**config.mk**
```make
export PLATFORM = sky130hd
export DESIGN_NAME = seq_alu_flat
export DESIGN_NICKNAME = d
export VERILOG_FILES = /design/src/rtl/seq_alu_pkg.sv /design/src/rtl/seq_alu_if.sv /design/src/rtl/seq_alu_shifter.sv /design/src/rtl/seq_alu.sv /design/src/flat_wrapper.sv
export SDC_FILE = /design/constraint.sdc
export NUM_CORES = 1
export LEC_CHECK = 0
export ABC_AREA = 1
export BUFFER_PORTS_ARGS = -buffer_cell sky130_fd_sc_hd__buf_2
export CORE_ASPECT_RATIO = 2
export CORE_UTILIZATION = 65
export DETAILED_ROUTE_END_ITERATION = 16
export GPL_ROUTABILITY_DRIVEN = 0
export PLACE_DENSITY = 0.86
export SETUP_SLACK_MARGIN = 0.3
export SLEW_MARGIN = 15
export SYNTH_ARGS = -nofsm -noshare
export SYNTH_HDL_FRONTEND = slang
export SYNTH_HIERARCHICAL = 1
export SYNTH_SLANG_ARGS = --single-unit
```
**constraint.sdc**
```tcl
create_clock -name clk -period 3.9 [get_ports clk]
set_input_delay 0.39 -clock clk [delete_from_list [all_inputs] [get_ports clk]]
set_output_delay 0.39 -clock clk [all_outputs]
set_load 0.02 [all_outputs]
```
**src/rtl/seq_alu_pkg.sv**
```systemverilog
// seq_alu_pkg: operation codes, multiply ctr value, FSM state and shift-mode
// enums shared by the sequential ALU files.
// Optional feature macro: SEQ_ALU_MUL_EN adds the MUL state.
package seq_alu_pkg;

  // ctr[2:0] operation codes; ctr[3] selects the variant for ADD/SLT/SR
  localparam logic [2:0] OP_ADD = 3'b000;
  localparam logic [2:0] OP_SLL = 3'b001;
  localparam logic [2:0] OP_SLT = 3'b010;
  localparam logic [2:0] OP_B   = 3'b011;
  localparam logic [2:0] OP_XOR = 3'b100;
  localparam logic [2:0] OP_SR  = 3'b101;
  localparam logic [2:0] OP_OR  = 3'b110;
  localparam logic [2:0] OP_AND = 3'b111;

  // Full ctr value that selects multiply when the multiplier is built
  localparam logic [3:0] CTR_MUL = 4'b1011;

  typedef enum logic [1:0] {
    IDLE,
    SHIFT,
`ifdef SEQ_ALU_MUL_EN
    DONE,
    MUL
`else
    DONE
`endif
  } state_e;

  typedef enum logic [1:0] {
    SH_LEFT,
    SH_LRIGHT,
    SH_ARIGHT
  } sh_mode_e;

endpackage

```
**src/rtl/seq_alu_if.sv**
```systemverilog
// seq_alu_if: operand/result handshake bundle between the decode stage
// (master) and the sequential ALU (slave).
interface seq_alu_if #(
  parameter int WIDTH = 32
);
  logic             in_valid;
  logic             in_ready;
  logic [WIDTH-1:0] A;
  logic [WIDTH-1:0] B;
  logic [3:0]       ctr;
  logic             out_valid;
  logic             out_ready;
  logic [WIDTH-1:0] out;
  logic             zero;
  logic             less;

  modport master (
    output in_valid, A, B, ctr, out_ready,
    input  in_ready, out_valid, out, zero, less
  );

  modport slave (
    input  in_valid, A, B, ctr, out_ready,
    output in_ready, out_valid, out, zero, less
  );
endinterface

```
**src/rtl/seq_alu_shifter.sv**
```systemverilog
// seq_alu_shifter: iterative shifter. Holds the working register and the
// remaining shift count; each step moves by min(SH_STEP, remaining).
module seq_alu_shifter
  import seq_alu_pkg::*;
#(
  parameter int WIDTH   = 32,
  parameter int SH_STEP = 1
) (
  input  logic                     clk,
  input  logic                     rst,
  input  logic                     load,
  input  logic                     step,
  input  sh_mode_e                 mode_in,
  input  logic [WIDTH-1:0]         data_in,
  input  logic [$clog2(WIDTH)-1:0] amount_in,
  output logic [WIDTH-1:0]         data_next,
  output logic                     last
);
  // One extra bit so SH_STEP == WIDTH is representable
  localparam int CNT_W = $clog2(WIDTH) + 1;
  localparam logic [CNT_W-1:0] STEP_MAX = CNT_W'(SH_STEP);

  logic [WIDTH-1:0] work_q, work_d;
  logic [CNT_W-1:0] rem_q, rem_d;
  logic [CNT_W-1:0] step_amt;
  sh_mode_e         mode_q, mode_d;

  // Step size, shifted value and next register contents
  always_comb begin
    step_amt = (rem_q < STEP_MAX) ? rem_q : STEP_MAX;
    case (mode_q)
      SH_LEFT:   data_next = work_q << step_amt;
      SH_LRIGHT: data_next = work_q >> step_amt;
      // working register starts as A, so its MSB is the latched A sign bit
      SH_ARIGHT: data_next = $signed(work_q) >>> step_amt;
      default:   data_next = work_q;
    endcase
    last   = (rem_q == step_amt);
    work_d = work_q;
    rem_d  = rem_q;
    mode_d = mode_q;
    if (load) begin
      work_d = data_in;
      rem_d  = {1'b0, amount_in};
      mode_d = mode_in;
    end else if (step) begin
      work_d = data_next;
      rem_d  = rem_q - step_amt;
    end
  end

  // Working register, remaining count and mode
  always_ff @(posedge clk or posedge rst) begin
    if (rst) begin
      work_q <= '0;
      rem_q  <= '0;
      mode_q <= SH_LEFT;
    end else begin
      work_q <= work_d;
      rem_q  <= rem_d;
      mode_q <= mode_d;
    end
  end
endmodule

```
**src/rtl/seq_alu.sv**
```systemverilog
// seq_alu: handshaked ALU with registered result/flags, iterative shifts and,
// with SEQ_ALU_MUL_EN defined, an iterative shift-add multiply-low.
module seq_alu
  import seq_alu_pkg::*;
#(
  parameter int WIDTH   = 32,
  parameter int SH_STEP = 1
) (
  input logic     clk,
  input logic     rst,
  seq_alu_if.slave bus
);
  localparam int SHW = $clog2(WIDTH);

  state_e           state_q, state_d;
  logic [WIDTH-1:0] out_q, out_d;
  logic             zero_q, zero_d;
  logic             less_q, less_d;

  logic [2:0]       op;
  logic [SHW-1:0]   shamt;
  logic             is_shift;
  sh_mode_e         sh_mode;
  logic [WIDTH-1:0] alu_res;
  logic             alu_less;
  logic             sh_load, sh_step, sh_last;
  logic [WIDTH-1:0] sh_next;

`ifdef SEQ_ALU_MUL_EN
  logic [WIDTH-1:0] mul_acc_q, mul_acc_d;
  logic [WIDTH-1:0] mul_mcand_q, mul_mcand_d;
  logic [WIDTH-1:0] mul_mplier_q, mul_mplier_d;
  logic [SHW-1:0]   mul_cnt_q, mul_cnt_d;
  logic [WIDTH-1:0] mul_sum;
`endif

  assign op       = bus.ctr[2:0];
  assign shamt    = bus.B[SHW-1:0];
  assign is_shift = (op == OP_SLL) || (op == OP_SR);
  assign sh_mode  = (op == OP_SLL) ? SH_LEFT : (bus.ctr[3] ? SH_ARIGHT : SH_LRIGHT);

  // Single-cycle datapath; shifts by zero simply pass A
  always_comb begin
    alu_res  = '0;
    alu_less = 1'b0;
    case (op)
      OP_ADD: alu_res = bus.ctr[3] ? (bus.A - bus.B) : (bus.A + bus.B);
      OP_SLT: begin
        if (bus.ctr[3]) alu_less = (bus.A < bus.B);
        else            alu_less = ($signed(bus.A) < $signed(bus.B));
        alu_res = {{(WIDTH-1){1'b0}}, alu_less};
      end
      OP_B:   alu_res = bus.B;
      OP_XOR: alu_res = bus.A ^ bus.B;
      OP_OR:  alu_res = bus.A | bus.B;
      OP_AND: alu_res = bus.A & bus.B;
      default: alu_res = bus.A;
    endcase
  end

  seq_alu_shifter #(
    .WIDTH   (WIDTH),
    .SH_STEP (SH_STEP)
  ) u_shifter (
    .clk       (clk),
    .rst       (rst),
    .load      (sh_load),
    .step      (sh_step),
    .mode_in   (sh_mode),
    .data_in   (bus.A),
    .amount_in (shamt),
    .data_next (sh_next),
    .last      (sh_last)
  );

  // FSM next state and output-register updates
  always_comb begin
    state_d = state_q;
    out_d   = out_q;
    zero_d  = zero_q;
    less_d  = less_q;
    sh_load = 1'b0;
    sh_step = 1'b0;
`ifdef SEQ_ALU_MUL_EN
    mul_acc_d    = mul_acc_q;
    mul_mcand_d  = mul_mcand_q;
    mul_mplier_d = mul_mplier_q;
    mul_cnt_d    = mul_cnt_q;
    mul_sum      = mul_acc_q + (mul_mplier_q[0] ? mul_mcand_q : '0);
`endif
    case (state_q)
      IDLE: begin
        if (bus.in_valid) begin
`ifdef SEQ_ALU_MUL_EN
          if (bus.ctr == CTR_MUL) begin
            mul_acc_d    = '0;
            mul_mcand_d  = bus.A;
            mul_mplier_d = bus.B;
            mul_cnt_d    = '0;
            state_d      = MUL;
          end else
`endif
          if (is_shift && (shamt != '0)) begin
            sh_load = 1'b1;
            state_d = SHIFT;
          end else begin
            out_d   = alu_res;
            zero_d  = (alu_res == '0);
            less_d  = alu_less;
            state_d = DONE;
          end
        end
      end
      SHIFT: begin
        sh_step = 1'b1;
        if (sh_last) begin
          out_d   = sh_next;
          zero_d  = (sh_next == '0);
          less_d  = 1'b0;
          state_d = DONE;
        end
      end
`ifdef SEQ_ALU_MUL_EN
      MUL: begin
        mul_acc_d    = mul_sum;
        mul_mcand_d  = mul_mcand_q << 1;
        mul_mplier_d = mul_mplier_q >> 1;
        mul_cnt_d    = mul_cnt_q + 1'b1;
        if (mul_cnt_q == SHW'(WIDTH - 1)) begin
          out_d   = mul_sum;
          zero_d  = (mul_sum == '0);
          less_d  = 1'b0;
          state_d = DONE;
        end
      end
`endif
      DONE: begin
        if (bus.out_ready) state_d = IDLE;
      end
      default: state_d = IDLE;
    endcase
  end

  // State and output registers
  always_ff @(posedge clk or posedge rst) begin
    if (rst) begin
      state_q <= IDLE;
      out_q   <= '0;
      zero_q  <= 1'b0;
      less_q  <= 1'b0;
    end else begin
      state_q <= state_d;
      out_q   <= out_d;
      zero_q  <= zero_d;
      less_q  <= less_d;
    end
  end

`ifdef SEQ_ALU_MUL_EN
  // Multiplier accumulator, shifted operands and bit counter
  always_ff @(posedge clk or posedge rst) begin
    if (rst) begin
      mul_acc_q    <= '0;
      mul_mcand_q  <= '0;
      mul_mplier_q <= '0;
      mul_cnt_q    <= '0;
    end else begin
      mul_acc_q    <= mul_acc_d;
      mul_mcand_q  <= mul_mcand_d;
      mul_mplier_q <= mul_mplier_d;
      mul_cnt_q    <= mul_cnt_d;
    end
  end
`endif

  assign bus.in_ready  = (state_q == IDLE);
  assign bus.out_valid = (state_q == DONE);
  assign bus.out       = out_q;
  assign bus.zero      = zero_q;
  assign bus.less      = less_q;
endmodule

```
**src/flat_wrapper.sv**
```systemverilog
// flat-port wrapper written by rule: the top's interface ports become plain ports
module seq_alu_flat import seq_alu_pkg::*;
#(
  parameter int WIDTH   = 32,
  parameter int SH_STEP = 1
)
  (clk, rst, bus_in_valid, bus_A, bus_B, bus_ctr, bus_out_ready, bus_in_ready, bus_out_valid, bus_out, bus_zero, bus_less);
  seq_alu_if #(.WIDTH(WIDTH)) bus_i ();
  input logic clk;
  input logic rst;
  input wire logic [$bits(bus_i.in_valid)-1:0] bus_in_valid;
  input wire logic [$bits(bus_i.A)-1:0] bus_A;
  input wire logic [$bits(bus_i.B)-1:0] bus_B;
  input wire logic [$bits(bus_i.ctr)-1:0] bus_ctr;
  input wire logic [$bits(bus_i.out_ready)-1:0] bus_out_ready;
  output wire logic [$bits(bus_i.in_ready)-1:0] bus_in_ready;
  output wire logic [$bits(bus_i.out_valid)-1:0] bus_out_valid;
  output wire logic [$bits(bus_i.out)-1:0] bus_out;
  output wire logic [$bits(bus_i.zero)-1:0] bus_zero;
  output wire logic [$bits(bus_i.less)-1:0] bus_less;
  assign bus_i.in_valid = bus_in_valid;
  assign bus_i.A = bus_A;
  assign bus_i.B = bus_B;
  assign bus_i.ctr = bus_ctr;
  assign bus_i.out_ready = bus_out_ready;
  assign bus_in_ready = bus_i.in_ready;
  assign bus_out_valid = bus_i.out_valid;
  assign bus_out = bus_i.out;
  assign bus_zero = bus_i.zero;
  assign bus_less = bus_i.less;
  seq_alu #(.WIDTH(WIDTH), .SH_STEP(SH_STEP)) u_core (.clk(clk), .rst(rst), .bus(bus_i));
endmodule
```
**Yosys cells after proc, flatten, opt, wreduce, memory -nomap -nowiden**

Cells that the tools add are included.
Widths: inputs -> output; s select.

- Add/sub/neg operators: 3
- $lt $le $gt $ge: 3
- Equality and inequality tests: 16
- Shift-type cells: 3
- Muxes and demuxes: 33
- Bitwise logic cells: 3
- Reduce and logical (&&, ||, !) cells: 12

Operators with widths:

| operator | count |
|---|---|
| $mux 32 | 6 |
| $pmux 32 s6 | 1 |
| $pmux 32 s3 | 1 |
| $logic_not 32->1 | 2 |
| $lt 32x32->1 | 2 |
| $pmux 32 s2 | 1 |
| $add 32x32->32 | 1 |
| $and 32x32->32 | 1 |
| $or 32x32->32 | 1 |
| $shl 32x6->32 | 1 |
| $shr 32x6->32 | 1 |
| $sshr 32x6->32 | 1 |
| $sub 32x32->32 | 1 |
| $xor 32x32->32 | 1 |
| $mux 6 | 3 |
| $eq 3x3->1 const B | 4 |
| $mux 1 | 12 |
| $mux 2 | 6 |
| $eq 3x2->1 const B | 2 |
| $eq 6x6->1 | 1 |
| $lt 6x1->1 const B | 1 |
| $ne 2x2->1 const B | 3 |
| $pmux 2 s3 | 1 |
| $sub 6x6->6 | 1 |
| other kinds (13) | 18 |

- Register bits after elaboration: 76
- Output and inout port bits: 36

**Logic depth before layout (Yosys ltp)**

- Word-level depth: 7
- Mapped depth: 24
- Mapped depth without buffers: 23

**By module**

The synthesis kept the hierarchy.

Modules (own cells, without submodules):

| module | instances | cells each | area each (µm²) | sequential area each (µm²) |
|---|---|---|---|---|
| seq_alu | 1 | 1,563 | 8,516.9 | 900.9 |
| seq_alu_shifter | 1 | 397 | 2,800.2 | 1,001.0 |

**Worst setup path after synthesis**

No wires, ideal clock.

- Path type: input -> register
- Start point: input port bus_A[0]
- End point: register u_core.zero_q (netlist: u_core/bus.zero)
- Setup time: 0.077 ns
- Arrival time: 2.273 ns
- Required time: 3.823 ns
- Setup slack: 1.550 ns
- Stages: 15
- Path buffers: 0
- Cell sequence: ha_1 fa_1 nand3_1 nand3_1 nand3_1 nand3_2 a22oi_1 nand3_1 nand3_1 nand2_1 a21oi_1 nand3_1 nor2_1 nand3_1 a21oi_1

- Longest elaborated chain between the ends: 7

RTL lines:

| item | RTL line | text |
|---|---|---|
| start: declaration | flat_wrapper.sv:12 | `input wire logic [$bits(bus_i.A)-1:0] bus_A;` |
| $add 32x32->32 (tied with other cells) | seq_alu.sv:47 | `OP_ADD: alu_res = bus.ctr[3] ? (bus.A - bus.B) : (bus.A + bus.B);` |
| $mux 32 or $mux 1 (tied branches) | seq_alu.sv:47, seq_alu.sv:49 |  |
| $pmux 32 s6 * | seq_alu.sv:46 | `case (op)` |
| $logic_not 32->1 * | seq_alu.sv:108 | `zero_d = (alu_res == '0);` |
| $mux 1 * | seq_alu.sv:103 | `if (is_shift && (shamt != '0)) begin` |
| $mux 1 * | seq_alu.sv:93 | `if (bus.in_valid) begin` |
| $pmux 1 s2 * | seq_alu.sv:91 | `case (state_q)` |
| end signal: assignment | seq_alu.sv:154 | `zero_q <= zero_d;` |
| end: declaration | seq_alu.sv:17 | `logic zero_q, zero_d;` |

Every way passes the cells marked *; elsewhere a longest branch is shown, timed or not. The select of a mux whose other input is x is not followed.
A chain may end at the register's enable or synchronous reset.

**Worst setup path after layout**

- Start point: register u_core.u_shifter.mode_q[0]
- End point: register u_core.zero_q (netlist: u_core/bus.zero)

- Longest elaborated chain between the ends: 5

RTL lines:

| item | RTL line | text |
|---|---|---|
| start: declaration | seq_alu_shifter.sv:26 | `sh_mode_e mode_q, mode_d;` |
| start signal: assignment | seq_alu_shifter.sv:61 | `mode_q <= mode_d;` |
| $eq 2x2->1 (tied with other cells) | seq_alu_shifter.sv:31 | `case (mode_q)` |
| $pmux 32 s3 * | seq_alu_shifter.sv:31 |  |
| via u_core.sh_next[6] | seq_alu.sv:27 | `logic [WIDTH-1:0] sh_next;` |
| $logic_not 32->1 * | seq_alu.sv:118 | `zero_d = (sh_next == '0);` |
| $mux 1 * | seq_alu.sv:116 | `if (sh_last) begin` |
| $pmux 1 s2 * | seq_alu.sv:91 |  |

Mark *: on every way through the listed nets, which the timed path passes. The rest lies on a longest branch. The select of a mux whose other input is x is not followed.

==> reports/metrics.csv <==
stage,metric,value,unit
placement,placed_area,11800,um2
sta,fmax,287,MHz
cells_and_area,diodes,0,
global_route,antenna_found_initial,2,
worst_setup_path,regToRegStartpoint,u_core/u_shifter/mode_q[0]$_DFFE_PP0P_,
routing,post_drt_wl_per_cell,19.9,um
cells_and_area,multi_input_area,7720,um2
pwr,p_switching,0.00343,W
synth,yosysSeqAreaShare,0.168,
worst_setup_path,crit_path_end_kind,flop,
clock_network,cts_resized,0,
global_route,grt_max_degree,42,
floorplan,fp.dieH,189,um
routing,drt-vias-per-instance,6.41,
sta,finalCritPeriodShare,0.892,
synth,ys_types,47,
clock_network,clock_latency,340,ps
clock_network,cts_tree,built,
pwr,clockPowerShare,0.134,
worst_setup_path,crit_fanout,9,
routing,remaining_drc_errors,0,
synth,synthTopCellsByCount,"nand2_1, inv_1, nor2_1, nand3_1, ha_1",
global_route,overflow,0,
floorplan,die_w,95.3,um
cells_and_area,stdcell_area,12100,um2
pwr,seq_power_share,0.218,
worst_setup_path,rr_worst_depth,14,
floorplan,core,16900,um2
cells_and_area,syn_to_final_growth,6.98,%
sta,relSlewSlack,0.480,
pwr,p_leak,6.91,nW
synth,synth_cells,1960,
sta,worst_pin_slew,772,ps
worst_setup_path,crit_type,flop to flop,
clock_network,cts.sinks,76,
synth,ys_warn_count,6,
run,max_cap_violations,0,
sta,fin_tns_setup,0,ps
clock_network,cts_setup_buffers,0,
worst_setup_path,crit_required,4160,ps
hold_path,min_path_type,input pin to asynchronous set/reset pin,
sta,skew,3.92,ps
placement,place_ws,542,ps
pwr,ir_drop,0.000687,V
global_route,grt_pass1_wl,70400,um
routing,ant_nets,0,
sta,finalCriticalPeriod,3480,ps
worst_setup_path,startpoint_type,flop,
global_route,gr-usage-all-layers,0.516,
routing,first_pass_iters,8,
synth,async_reset_ff_frac,1.00,
synth,synth_top_flop_cell,dfrtp_1,
synth,synthesis.nets,2132,
synth,synth_area_leaders,"nand2_1, dfrtp_1, ha_1",
cells_and_area,nNetsFinal,2190,
sta,hold_viol,0,
routing,wirelength,44500,um
sta,rsz0062_at_grt,no,
placement,dp_hpwl,33500,um
pwr,p_comb_frac,0.647,
cells_and_area,drive_above_1_share,0.109,
routing,via_count,14300,
pwr,power,0.00637,W
synth,synth_edf_count,0,
cells_and_area,final_util,0.715,
synth,synth_top_cell_by_area,nand2_1,
clock_network,cts-root-buf,clkbuf_16,
synth,syn_area,11300,um2
clock_network,holdBufCountCts,0,
clock_network,cts_buffer_depth,2,
run_status,outcome,completed,
synth,synth.most_common_cell,nand2_1,
routing,drtIter0Drc,1955,
floorplan,die-area,18000,um2
pwr,switching_share,0.539,
sta,setup_violations,0,
worst_setup_path,arrival,3740,ps
worst_setup_path,r2r_slack,420,ps
sta,slew_viol_final,0,
global_route,grt_pass1_vias,13900,
synth,synth_area_per_cell,5.77,um2
pwr,internal-power,0.00294,W
pwr,pwr_density_cell,527,nW/um2
clock_network,path_clk_slew,60,ps
cells_and_area,regArea,1900,um2
clock_network,cts_made_buffers,9,
sta,timing.final.ws_setup,420,ps
clock_network,htreeDepth,3,
floorplan,initial_core_util,0.668,
placement,io_buffers,107,
synth,yosysTopAreaCellShare,0.203,
cells_and_area,fillCellCount,1516,
worst_setup_path,rr_endpoint,u_core/bus.zero$_DFFE_PP0P_,
synth,ys_ff_latch,76,
floorplan,io_pins,108,
floorplan,num_rows,67,
## worst max-delay path, cell delays in order, from the launching register on
cell and delay, ps:
dfrtp_1 440, nand2_1 200, inv_1 120, nor2_2 300, nand2_1 160, inv_2 220, nand2_1 100, and3_1 170
nor4_1 340, nand2_1 120, nor3_2 410, nand4_1 140, nor4_1 330, a31oi_1 150, a21oi_1 170
## power by group through the flow
stage          Clock (W)  Sequential (W)  Combinational (W)
3_5_place_dp           0         0.00139            0.00389
4_1_cts         0.000861         0.00138            0.00392
3_3_place_gp           0         0.00138            0.00380
5_1_grt         0.000891         0.00142            0.00446
2_1_floorplan          0         0.00152            0.00272
6_report        0.000857         0.00139            0.00413
## cell usage in the layout, fill, tap and decap left out, types with 7 or more instances in the layout
| cell type | count |
|---|---|
| nor3_1 | 21 |
| nand3_1 | 153 |
| inv_2 | 18 |
| clkbuf_16 | 9 |
| nor2_1 | 169 |
| buf_4 | 19 |
| o22ai_1 | 42 |
| nand3_2 | 8 |
| o21ai_1 | 7 |
| o21bai_1 | 9 |
| a22oi_1 | 35 |
| buf_2 | 107 |
| nand2_2 | 11 |
| nor2_2 | 22 |
| nand2_1 | 613 |
| dfrtp_1 | 76 |
| o21ai_0 | 87 |
| inv_1 | 310 |
| ha_1 | 98 |
| and3_1 | 30 |
| o211ai_1 | 7 |
| a21oi_1 | 65 |
| a221oi_1 | 10 |
| nand4_1 | 36 |
## layer usage
metal  share of wire  GRT usage  up-vias
met5         0.00029          0        -
li1                -          -     6380
met3            0.13      0.186      442
met1            0.31      0.548     6256
met2            0.45      0.779     1211
met4            0.11      0.458        2
## how the worst max path moves through the flow
stage,from,endpoint,slack [ps],cells past startpoint
5_1_grt,u_core/u_shifter/mode_q[0]$_DFFE_PP0P_,u_core/bus.zero$_DFFE_PP0P_,310,14
4_1_cts,u_core/u_shifter/mode_q[0]$_DFFE_PP0P_,u_core/bus.zero$_DFFE_PP0P_,520,11
3_5_place_dp,u_core/u_shifter/mode_q[0]$_DFFE_PP0P_,u_core/bus.zero$_DFFE_PP0P_,540,11
2_1_floorplan,bus_A[0],u_core/bus.zero$_DFFE_PP0P_,1550,15
3_3_place_gp,u_core/u_shifter/mode_q[0]$_DFFE_PP0P_,u_core/bus.zero$_DFFE_PP0P_,630,11
6_report,u_core/u_shifter/mode_q[0]$_DFFE_PP0P_,u_core/bus.zero$_DFFE_PP0P_,420,14
## per-stage QoR
stage	instances	hold slack, ps
2_1_floorplan	1960	469
3_3_place_gp	2214	463
4_1_cts	2230	195
6_report	2230	172
3_5_place_dp	2214	464
5_1_grt	2230	205
## cells by family after synthesis
| kind of cell | after synthesis | share of synthesized area |
|---|---|---|
| buffers and inverters | 409 | 0.151 |
| and+or+nand+nor | 1094 | 0.420 |
| AOI/OAI and AO/OA | 279 | 0.147 |
| adders and majority gates | 100 | 0.112 |
| DFF | 76 | 0.168 |
| xor gates and xnor gates | 2 | 0.00155 |
## registers in the layout, indices dropped and copies added, names as in the netlist
name                     cells
u_core/bus.less              1
u_core/bus.out              32
u_core/bus.zero              1
u_core/state_q               2
u_core/u_shifter/mode_q      2
u_core/u_shifter/rem_q       6
u_core/u_shifter/work_q     32
## layout make-up
type                       count  share of cell area
timing repair buffer         126              0.0560
sequential                    76               0.157
multi-input combinational   1475               0.638
clock inverter                 4             0.00393
tap                          207              0.0214
clock buffer                  12              0.0212
inverter                     330               0.102
(Power assumes the default switching activity.)
